--- src/rtl/mem_responder.sv ---
// Memory-side responder: round-robin arbitration of per-core memory requests
// onto one shared single-port synchronous RAM with a one-cycle response pulse.
module mem_responder #(
    parameter int unsigned WIDTH     = 32,
    parameter int unsigned CORES     = 4,
    parameter int unsigned IDX_WIDTH = 2
) (
    input  logic                     clk,
    input  logic                     reset,
    input  logic [CORES-1:0]         request,
    input  logic [CORES-1:0]         wren,
    input  logic [CORES*WIDTH-1:0]   address,
    input  logic [CORES*WIDTH-1:0]   writedata,
    output logic [CORES-1:0]         response,
    output logic [WIDTH-1:0]         readdata,
    output logic                     busy,
    output logic [IDX_WIDTH-1:0]     grant_index,
    output logic [WIDTH-1:0]         mem_address,
    output logic [WIDTH-1:0]         mem_writedata,
    output logic                     mem_wren,
    input  logic [WIDTH-1:0]         mem_readdata
);

    typedef enum logic [1:0] {
        S_IDLE,
        S_ISSUE,
        S_LATCH,
        S_RESPOND
    } state_e;

    state_e                 state_q;
    logic [IDX_WIDTH-1:0]   last_grant_q;
    logic [IDX_WIDTH-1:0]   grant_q;
    logic                   is_write_q;
    logic [CORES-1:0]       response_q;
    logic [WIDTH-1:0]       readdata_q;
    logic                   busy_q;
    logic [WIDTH-1:0]       mem_address_q;
    logic [WIDTH-1:0]       mem_writedata_q;
    logic                   mem_wren_q;

    logic [CORES-1:0]       req_eligible;
    logic                   pick_valid;
    logic [IDX_WIDTH-1:0]   pick_idx;
    logic [IDX_WIDTH-1:0]   cand;
    logic [WIDTH-1:0]       pick_addr;
    logic [WIDTH-1:0]       pick_data;
    logic                   pick_wren;

    // A core still sees its request high in the cycle right after its response;
    // masking it prevents serving the same access twice.
    assign req_eligible = request & ~response_q;

    // Round-robin pick: first eligible core after last_grant, modulo CORES.
    always_comb begin
        pick_valid = 1'b0;
        pick_idx   = '0;
        cand       = '0;
        for (int unsigned k = 1; k <= CORES; k++) begin
            cand = IDX_WIDTH'((32'(last_grant_q) + k) % CORES);
            if (!pick_valid && req_eligible[cand]) begin
                pick_valid = 1'b1;
                pick_idx   = cand;
            end
        end
    end

    // Operand mux for the winning core.
    always_comb begin
        pick_addr = '0;
        pick_data = '0;
        pick_wren = 1'b0;
        for (int unsigned i = 0; i < CORES; i++) begin
            if (IDX_WIDTH'(i) == pick_idx) begin
                pick_addr = address[i*WIDTH +: WIDTH];
                pick_data = writedata[i*WIDTH +: WIDTH];
                pick_wren = wren[i];
            end
        end
    end

    always_ff @(posedge clk or posedge reset) begin
        if (reset) begin
            state_q         <= S_IDLE;
            last_grant_q    <= IDX_WIDTH'(CORES - 1);
            grant_q         <= '0;
            is_write_q      <= 1'b0;
            response_q      <= '0;
            readdata_q      <= '0;
            busy_q          <= 1'b0;
            mem_address_q   <= '0;
            mem_writedata_q <= '0;
            mem_wren_q      <= 1'b0;
        end else begin
            response_q <= '0;
            case (state_q)
                S_IDLE: begin
                    if (pick_valid) begin
                        mem_address_q   <= pick_addr;
                        mem_writedata_q <= pick_data;
                        mem_wren_q      <= pick_wren;
                        is_write_q      <= pick_wren;
                        grant_q         <= pick_idx;
                        last_grant_q    <= pick_idx;
                        busy_q          <= 1'b1;
                        state_q         <= S_ISSUE;
                    end
                end
                S_ISSUE: begin
                    mem_wren_q <= 1'b0;
                    state_q    <= S_LATCH;
                end
                S_LATCH: begin
                    if (!is_write_q) begin
                        readdata_q <= mem_readdata;
                    end
                    state_q <= S_RESPOND;
                end
                S_RESPOND: begin
                    response_q[grant_q] <= 1'b1;
                    busy_q              <= 1'b0;
                    state_q             <= S_IDLE;
                end
                default: begin
                    busy_q  <= 1'b0;
                    state_q <= S_IDLE;
                end
            endcase
        end
    end

    assign response      = response_q;
    assign readdata      = readdata_q;
    assign busy          = busy_q;
    assign grant_index   = grant_q;
    assign mem_address   = mem_address_q;
    assign mem_writedata = mem_writedata_q;
    assign mem_wren      = mem_wren_q;

endmodule

--- config.mk ---
export PLATFORM = sky130hd
export DESIGN_NAME = mem_responder
export DESIGN_NICKNAME = d
export VERILOG_FILES = /design/src/rtl/mem_responder.sv
export SDC_FILE = /design/constraint.sdc
export NUM_CORES = 1
export LEC_CHECK = 0
export ABC_AREA = 1
export BUFFER_PORTS_ARGS = -buffer_cell sky130_fd_sc_hd__buf_2
export CORE_AREA = 2 2 158 160
export DETAILED_ROUTE_END_ITERATION = 8
export DIE_AREA = 0 0 160 162
export GPL_ROUTABILITY_DRIVEN = 0
export PLACE_DENSITY = 0.63
export SLEW_MARGIN = 20
export SYNTH_ARGS = -nofsm -noshare
export SYNTH_HDL_FRONTEND = slang
export SYNTH_SLANG_ARGS = --single-unit
--- constraint.sdc ---
create_clock -name clk -period 5.3 [get_ports clk]
set_clock_uncertainty 0.15 [all_clocks]
set_input_delay 1.06 -clock clk [delete_from_list [all_inputs] [get_ports clk]]
set_output_delay 1.06 -clock clk [all_outputs]
set_load 0.01 [all_outputs]
-- Word level (Yosys, flattened, before mapping)
Index checks and enable logic that the tools add are counted.
- input bits: 298
- word-level logic and storage cells: 82
- register bits: 109
- equal/unequal tests: 7
- bitwise logic cells: 3
- add/subtract/negate cells: 4
- $lt $le $gt $ge: 6
- reductions and logical operators: 15
- mux-type cells: 37
- operators with widths (operator ; count):
    32-bit two-way mux ; 8
    2-bit by 3-bit < comparator with 1-bit output (second input constant) ; 5
    1-bit two-way mux ; 15
    2-bit two-way mux ; 5
    1-bit binary-select mux with 2-bit select ; 4
    2-bit case mux with 4 select lines ; 1
    2-bit AND reduction ; 4
    2-bit by 1-bit adder with 2-bit output (second input constant) ; 2
    2-bit adder (second input constant) ; 2
    4-bit bitwise AND ; 1
    2-bit == test (first input constant) ; 2
    2-bit == test (second input constant) ; 2
    1-bit logical AND ; 4
    2-bit logical NOT ; 2
    4-bit two-way mux ; 1
    4-bit inverter ; 1
    1-bit case mux with 2 select lines ; 2
    2-bit nonzero test ; 2
    1-bit logical NOT ; 3
    1-bit demux with 2-bit select ; 1
    1-bit by 2-bit == test with 1-bit output (first input constant) ; 1
    2-bit by 1-bit == test with 1-bit output (second input constant) ; 1
    2-bit by 1-bit greater-or-equal comparator with 1-bit output (second input constant) ; 1
    2-bit != test (second input constant) ; 1
    1-bit inverter ; 1

-- Depth between registers and ports, before layout
- depth in word-level cells: 21
- depth in mapped cells: 18
- mapped depth without buffers: 16

-- Least setup slack after synthesis
Ideal clock, no wire load.
- kind: input-to-reg
- start: input port request[2]
- end: register mem_address_q[0] (netlist: mem_address[0])
- setup time: 66 ps
- data required time: 5084 ps
- stages: 15
- slack: 2722 ps
- data arrival time: 2363 ps
- path through: nand3_1 > nand3_1 > nand2_2 > nand2_2 > nor2_4 > nand3_2 > nand2_4 > inv_2 > nor2_4 > buf_6 > buf_8 > nand2_1 > nand4_1 > nand2_1 > nand2_1
- longest elaborated chain between the ends: 18
- RTL lines (item ; line ; text):
    start: declaration ; 10 ; input logic [CORES-1:0] request,
    4-bit bitwise AND * ; 52 ; assign req_eligible = request & ~response_q;
    1-bit binary-select mux with 2-bit select ; 61 ; if (!pick_valid && req_eligible[cand]) begin
    1-bit two-way mux (not written as such) ; 61 ;
    1-bit two-way mux ; 61 ;
    1-bit logical NOT ; 61 ;
    1-bit logical AND ; 61 ;
    1-bit two-way mux ; 61 ;
    1-bit logical NOT ; 61 ;
    1-bit logical AND ; 61 ;
    1-bit two-way mux ; 61 ;
    1-bit logical NOT ; 61 ;
    1-bit logical AND ; 61 ;
    2-bit two-way mux ; 61 ;
    2-bit logical NOT ; 74 ; if (IDX_WIDTH'(i) == pick_idx) begin
    32-bit two-way mux (4 in series) ; 74 ;
    end signal: assignment ; 99 ; mem_address_q <= pick_addr;
    end: declaration ; 38 ; logic [WIDTH-1:0] mem_address_q;
Mark *: on every way between the ends. The rest lies on a longest branch, timed or not. The select of a mux whose other input is x is not followed.
A chain may end at the register's enable or synchronous reset.

-- Final worst setup path
- start: input port request[3]
- end: register mem_writedata_q[8] (netlist: mem_writedata[8])
- longest elaborated chain between the ends: 18
- RTL lines (item ; line ; text):
    4-bit bitwise AND * ; 52 ;
    1-bit binary-select mux with 2-bit select ; 61 ;
    1-bit two-way mux (not written as such) ; 61 ;
    1-bit two-way mux ; 61 ;
    1-bit logical NOT ; 61 ;
    1-bit logical AND ; 61 ;
    1-bit two-way mux ; 61 ;
    1-bit logical NOT ; 61 ;
    1-bit logical AND ; 61 ;
    1-bit two-way mux ; 61 ;
    1-bit logical NOT ; 61 ;
    1-bit logical AND ; 61 ;
    2-bit two-way mux ; 61 ;
    2-bit logical NOT ; 74 ;
    32-bit two-way mux (4 in series) ; 74 ;
    end signal: assignment ; 100 ; mem_writedata_q <= pick_data;
    end: declaration ; 39 ; logic [WIDTH-1:0] mem_writedata_q;
Marks and branches as above.

==> run_summary.xml <==
<?xml version="1.0" encoding="UTF-8"?>
<metrics>
  <group name="status">
    <metric name="outcome" unit="">complete, no violations</metric>
  </group>
  <group name="floorplan">
    <metric name="initial_cell_density_of_the_core" unit="">0.250</metric>
    <metric name="fp-row-count" unit="">57</metric>
    <metric name="die_h" unit="µm">162</metric>
    <metric name="io-pin-count" unit="">402</metric>
    <metric name="floorplan.die_area" unit="mm²">0.0259</metric>
    <metric name="fp.dieW" unit="µm">160</metric>
    <metric name="core_region_area" unit="mm²">0.0241</metric>
  </group>
  <group name="timing">
    <metric name="drv_slew" unit="">0</metric>
    <metric name="rsz_0062_raised_after_global_routing" unit="">false</metric>
    <metric name="post-route-min-period" unit="ns">3.54</metric>
    <metric name="hold_viol" unit="">0</metric>
    <metric name="max_freq" unit="GHz">0.282</metric>
    <metric name="final.period_utilization" unit="">0.668</metric>
    <metric name="tightest_slew" unit="ns">0.866</metric>
    <metric name="finalSetupTns" unit="ns">0</metric>
    <metric name="slew_headroom" unit="">0.423</metric>
    <metric name="setup-violations-final" unit="">0</metric>
  </group>
  <group name="critical_path">
    <metric name="startpoint_type" unit="">input pin</metric>
    <metric name="worst_setup_path_startpoint" unit="">request[3]</metric>
    <metric name="r2r_slack" unit="ns">1.81</metric>
    <metric name="cpPeakStageDelay" unit="ns">0.72</metric>
    <metric name="crit_path_top_delay_cell" unit="">sky130_fd_sc_hd__inv_2</metric>
    <metric name="worst-setup-path-type" unit="">input pin to flip-flop</metric>
    <metric name="crit-reg2reg-launch" unit="">last_grant_q[0]$_DFFE_PP1P_</metric>
    <metric name="crit_family" unit="">buffers and inverters</metric>
    <metric name="cp-end-kind" unit="">flip-flop</metric>
    <metric name="cp.buffers_inverters" unit="">4</metric>
    <metric name="cp.required" unit="ns">5.43</metric>
    <metric name="cp_max_fo" unit="">75</metric>
    <metric name="critical_path_arrival" unit="ns">3.68</metric>
    <metric name="path_cells" unit="">buf_2 &gt; nand3_1 &gt; nand3_1 &gt; nand2_2 &gt; nand2_2 &gt; nor3_1 &gt; nor2_4 &gt; buf_4 &gt; inv_2 &gt; buf_4 &gt; nand2_1 &gt; nand2_1</metric>
  </group>
  <group name="placed_design">
    <metric name="io_buffers" unit="">401</metric>
    <metric name="place.detailed.instances" unit="">1503</metric>
    <metric name="dpl.hpwl" unit="mm">16.7</metric>
    <metric name="detailed_place.area" unit="mm²">0.00826</metric>
  </group>
  <group name="grt">
    <metric name="grt_first_pass_wirelength" unit="mm">34.8</metric>
    <metric name="grt_pass1_vias" unit="">6843</metric>
    <metric name="grt_antenna_before_repair" unit="">0</metric>
    <metric name="grt_usage" unit="">0.168</metric>
    <metric name="pin_count_of_the_biggest_net_entering_global_routing" unit="">76</metric>
    <metric name="grt_remaining_overflow" unit="">0</metric>
  </group>
  <group name="power_and_ir_drop">
    <metric name="power.density_cell_area" unit="mW/mm²">724</metric>
    <metric name="totalPowerFinal" unit="mW">6.22</metric>
    <metric name="irDropWorstVdd" unit="V">0.000282</metric>
    <metric name="leakagePower" unit="nW">4.70</metric>
  </group>
  <group name="synthesis">
    <metric name="ys_warn_count" unit="">0</metric>
    <metric name="async_reset_ff_frac" unit="">1.00</metric>
    <metric name="synth_seq_area_share" unit="">0.453</metric>
    <metric name="synthesis.area" unit="mm²">0.00603</metric>
    <metric name="distinct_cells_synth" unit="">25</metric>
    <metric name="commonest_register_cell_after_synthesis" unit="">sky130_fd_sc_hd__dfrtp_1</metric>
    <metric name="syn-num-nets" unit="">1115</metric>
    <metric name="syn_inst" unit="">812</metric>
    <metric name="synth.avg_cell_area" unit="µm²">7.43</metric>
    <metric name="synth.ff_latch_count" unit="">109</metric>
    <metric name="yosys-top-cells-area" unit="">sky130_fd_sc_hd__dfrtp_1 (44%), sky130_fd_sc_hd__nand2_1 (30%), sky130_fd_sc_hd__nand4_1 (6.7%)</metric>
    <metric name="post-synth-top-area-fraction" unit="">0.444</metric>
    <metric name="synth_edf_count" unit="">0</metric>
    <metric name="synth_top_area_cell" unit="">sky130_fd_sc_hd__dfrtp_1</metric>
  </group>
  <group name="flow_run">
    <metric name="cap_viol_max_count" unit="">0</metric>
  </group>
  <group name="layout">
    <metric name="layout_common_cells" unit="">sky130_fd_sc_hd__nand2_1 (480), sky130_fd_sc_hd__buf_2 (401), sky130_fd_sc_hd__dfrtp_1 (107)</metric>
    <metric name="drive_above_1_share" unit="">0.402</metric>
    <metric name="num-fill-cells" unit="">2628</metric>
    <metric name="stdcell_count" unit="">1519</metric>
    <metric name="ff_latch_area" unit="mm²">0.00273</metric>
    <metric name="antenna_cells" unit="">0</metric>
    <metric name="final_common_cell" unit="">sky130_fd_sc_hd__nand2_1</metric>
    <metric name="area.growth.synth_to_final" unit="%">42.3</metric>
    <metric name="nNetsFinal" unit="">1493</metric>
    <metric name="layout.cell_area.non_filler" unit="mm²">0.00858</metric>
    <metric name="multi_input_area" unit="mm²">0.00296</metric>
  </group>
  <group name="clock_tree">
    <metric name="post-cts-setup-buffer-count" unit="">0</metric>
    <metric name="postCtsResizedCells" unit="">0</metric>
    <metric name="tritoncts" unit="">yes</metric>
    <metric name="cts_num_sinks" unit="">109</metric>
    <metric name="tritoncts.num_buffers" unit="">9</metric>
    <metric name="cts_clk_pin_slew_worst_paths" unit="ns">0.08</metric>
    <metric name="cts_hold_repair.buffers" unit="">0</metric>
    <metric name="cts-root-to-sink-buffers" unit="">2</metric>
    <metric name="clock_tree.root_cell" unit="">sky130_fd_sc_hd__clkbuf_16</metric>
    <metric name="h-tree-depth" unit="">3</metric>
    <metric name="clock_latency_reported_for_the_late_side_of_the_worst_skew_pair" unit="ns">0.35</metric>
  </group>
  <group name="detailed_routing">
    <metric name="vias_per_cell" unit="">4.48</metric>
    <metric name="total_length_of_routed_wires" unit="mm">22.4</metric>
    <metric name="drt-initial-drc-count" unit="">439</metric>
    <metric name="drt-wirelength-per-cell" unit="µm">14.7</metric>
    <metric name="drt_first_pass_iters" unit="">6</metric>
    <metric name="route.detailed.drc" unit="">0</metric>
    <metric name="antenna_violating_nets_post_route" unit="">0</metric>
    <metric name="vias_post_dr" unit="">6800</metric>
  </group>
  <group name="min_path">
    <metric name="hold_path.startpoint" unit="">mem_writedata[18]$_DFFE_PP0P_</metric>
    <metric name="hold_class" unit="">flip-flop to flip-flop</metric>
  </group>
</metrics>
registers in the layout, summed over array words and instances, names as in the netlist, 2 cells and up:
register       cells
mem_address       32
mem_writedata     32
readdata          32
response           4
grant_index        2
last_grant_q       2
state_q            2
kinds of logic after synthesis:
family	synth area share
buffers and inverters	0.0579
muxes	0.0598
and+or+nand+nor	0.406
AOI/OAI and AO/OA	0.0129
DFF	0.453
adders and majority gates	0.0104
layout make-up:
| cell class | instances | area share |
|---|---|---|
| clock buffer | 9 | 0.0263 |
| multi-input combinational | 637 | 0.345 |
| timing repair buffer | 410 | 0.242 |
| inverter | 23 | 0.0109 |
| sequential | 109 | 0.318 |
| tap | 324 | 0.0473 |
| clock inverter | 7 | 0.0106 |
power breakdown:
group | leakage, nW | switching, mW | internal (mW)
Sequential | 1.33 | 0.226 | 1.26
Clock | 0.151 | 0.350 | 0.379
Combinational | 3.22 | 2.62 | 1.38
Total | 4.70 | 3.20 | 3.02
worst paths after layout:
kind / endpoint / cells past startpoint
max in group asynchronous: mem_address[8]$_DFFE_PP0P_ / 3
max: mem_writedata[8]$_DFFE_PP0P_ / 12
min: mem_writedata[18]$_DFFE_PP0P_ / 2
min reg2reg: mem_writedata[18]$_DFFE_PP0P_ / 2
min in group asynchronous: readdata[19]$_DFFE_PP0P_ / 2
max reg2reg: mem_writedata[8]$_DFFE_PP0P_ / 12
worst min-delay path, stage by stage, from the launching register on:
cell	delay, ns
sky130_fd_sc_hd__dfrtp_1	0.34
sky130_fd_sc_hd__nand2_1	0.05
sky130_fd_sc_hd__nand2_1	0.05
per-stage QoR:
stage / hold WS (ns) / setup slack [ns] / utilization
final: 0.325 / 1.76 / 0.356
after global routing: 0.350 / 1.46 / 0.356
after CTS: 0.331 / 1.66 / 0.356
after detailed placement: 0.310 / 1.28 / 0.343
after global placement: 0.308 / 1.43 / 0.343
after floorplan: 0.355 / 1.22 / -
cells in the mapped netlist (2+ instances only):
master                     count
sky130_fd_sc_hd__nor3_1        5
sky130_fd_sc_hd__nor2_1        4
sky130_fd_sc_hd__nand2_1     480
sky130_fd_sc_hd__a21oi_1       5
sky130_fd_sc_hd__buf_1         9
sky130_fd_sc_hd__ha_1          5
sky130_fd_sc_hd__o21ai_0       9
sky130_fd_sc_hd__nor2_4        4
sky130_fd_sc_hd__clkbuf_1      7
sky130_fd_sc_hd__buf_8         5
sky130_fd_sc_hd__dfstp_2       2
sky130_fd_sc_hd__nand2_2       4
sky130_fd_sc_hd__inv_2         5
sky130_fd_sc_hd__inv_1        17
sky130_fd_sc_hd__nand4_1      65
sky130_fd_sc_hd__mux2_2       32
sky130_fd_sc_hd__buf_2        20
sky130_fd_sc_hd__dfrtp_1     107
sky130_fd_sc_hd__nand3_2       2
sky130_fd_sc_hd__nand3_1      19
sky130_fd_sc_hd__buf_6         2
per-layer routing:
metal	up-vias	GRT usage	wire, µm
met3	23	0.0419	1840
met2	315	0.305	11200
met4	0	0.0512	379
li1	3351	-	-
met1	3111	0.194	9010
met5	-	0	0
Note: power is estimated with default switching activity, not from simulation.
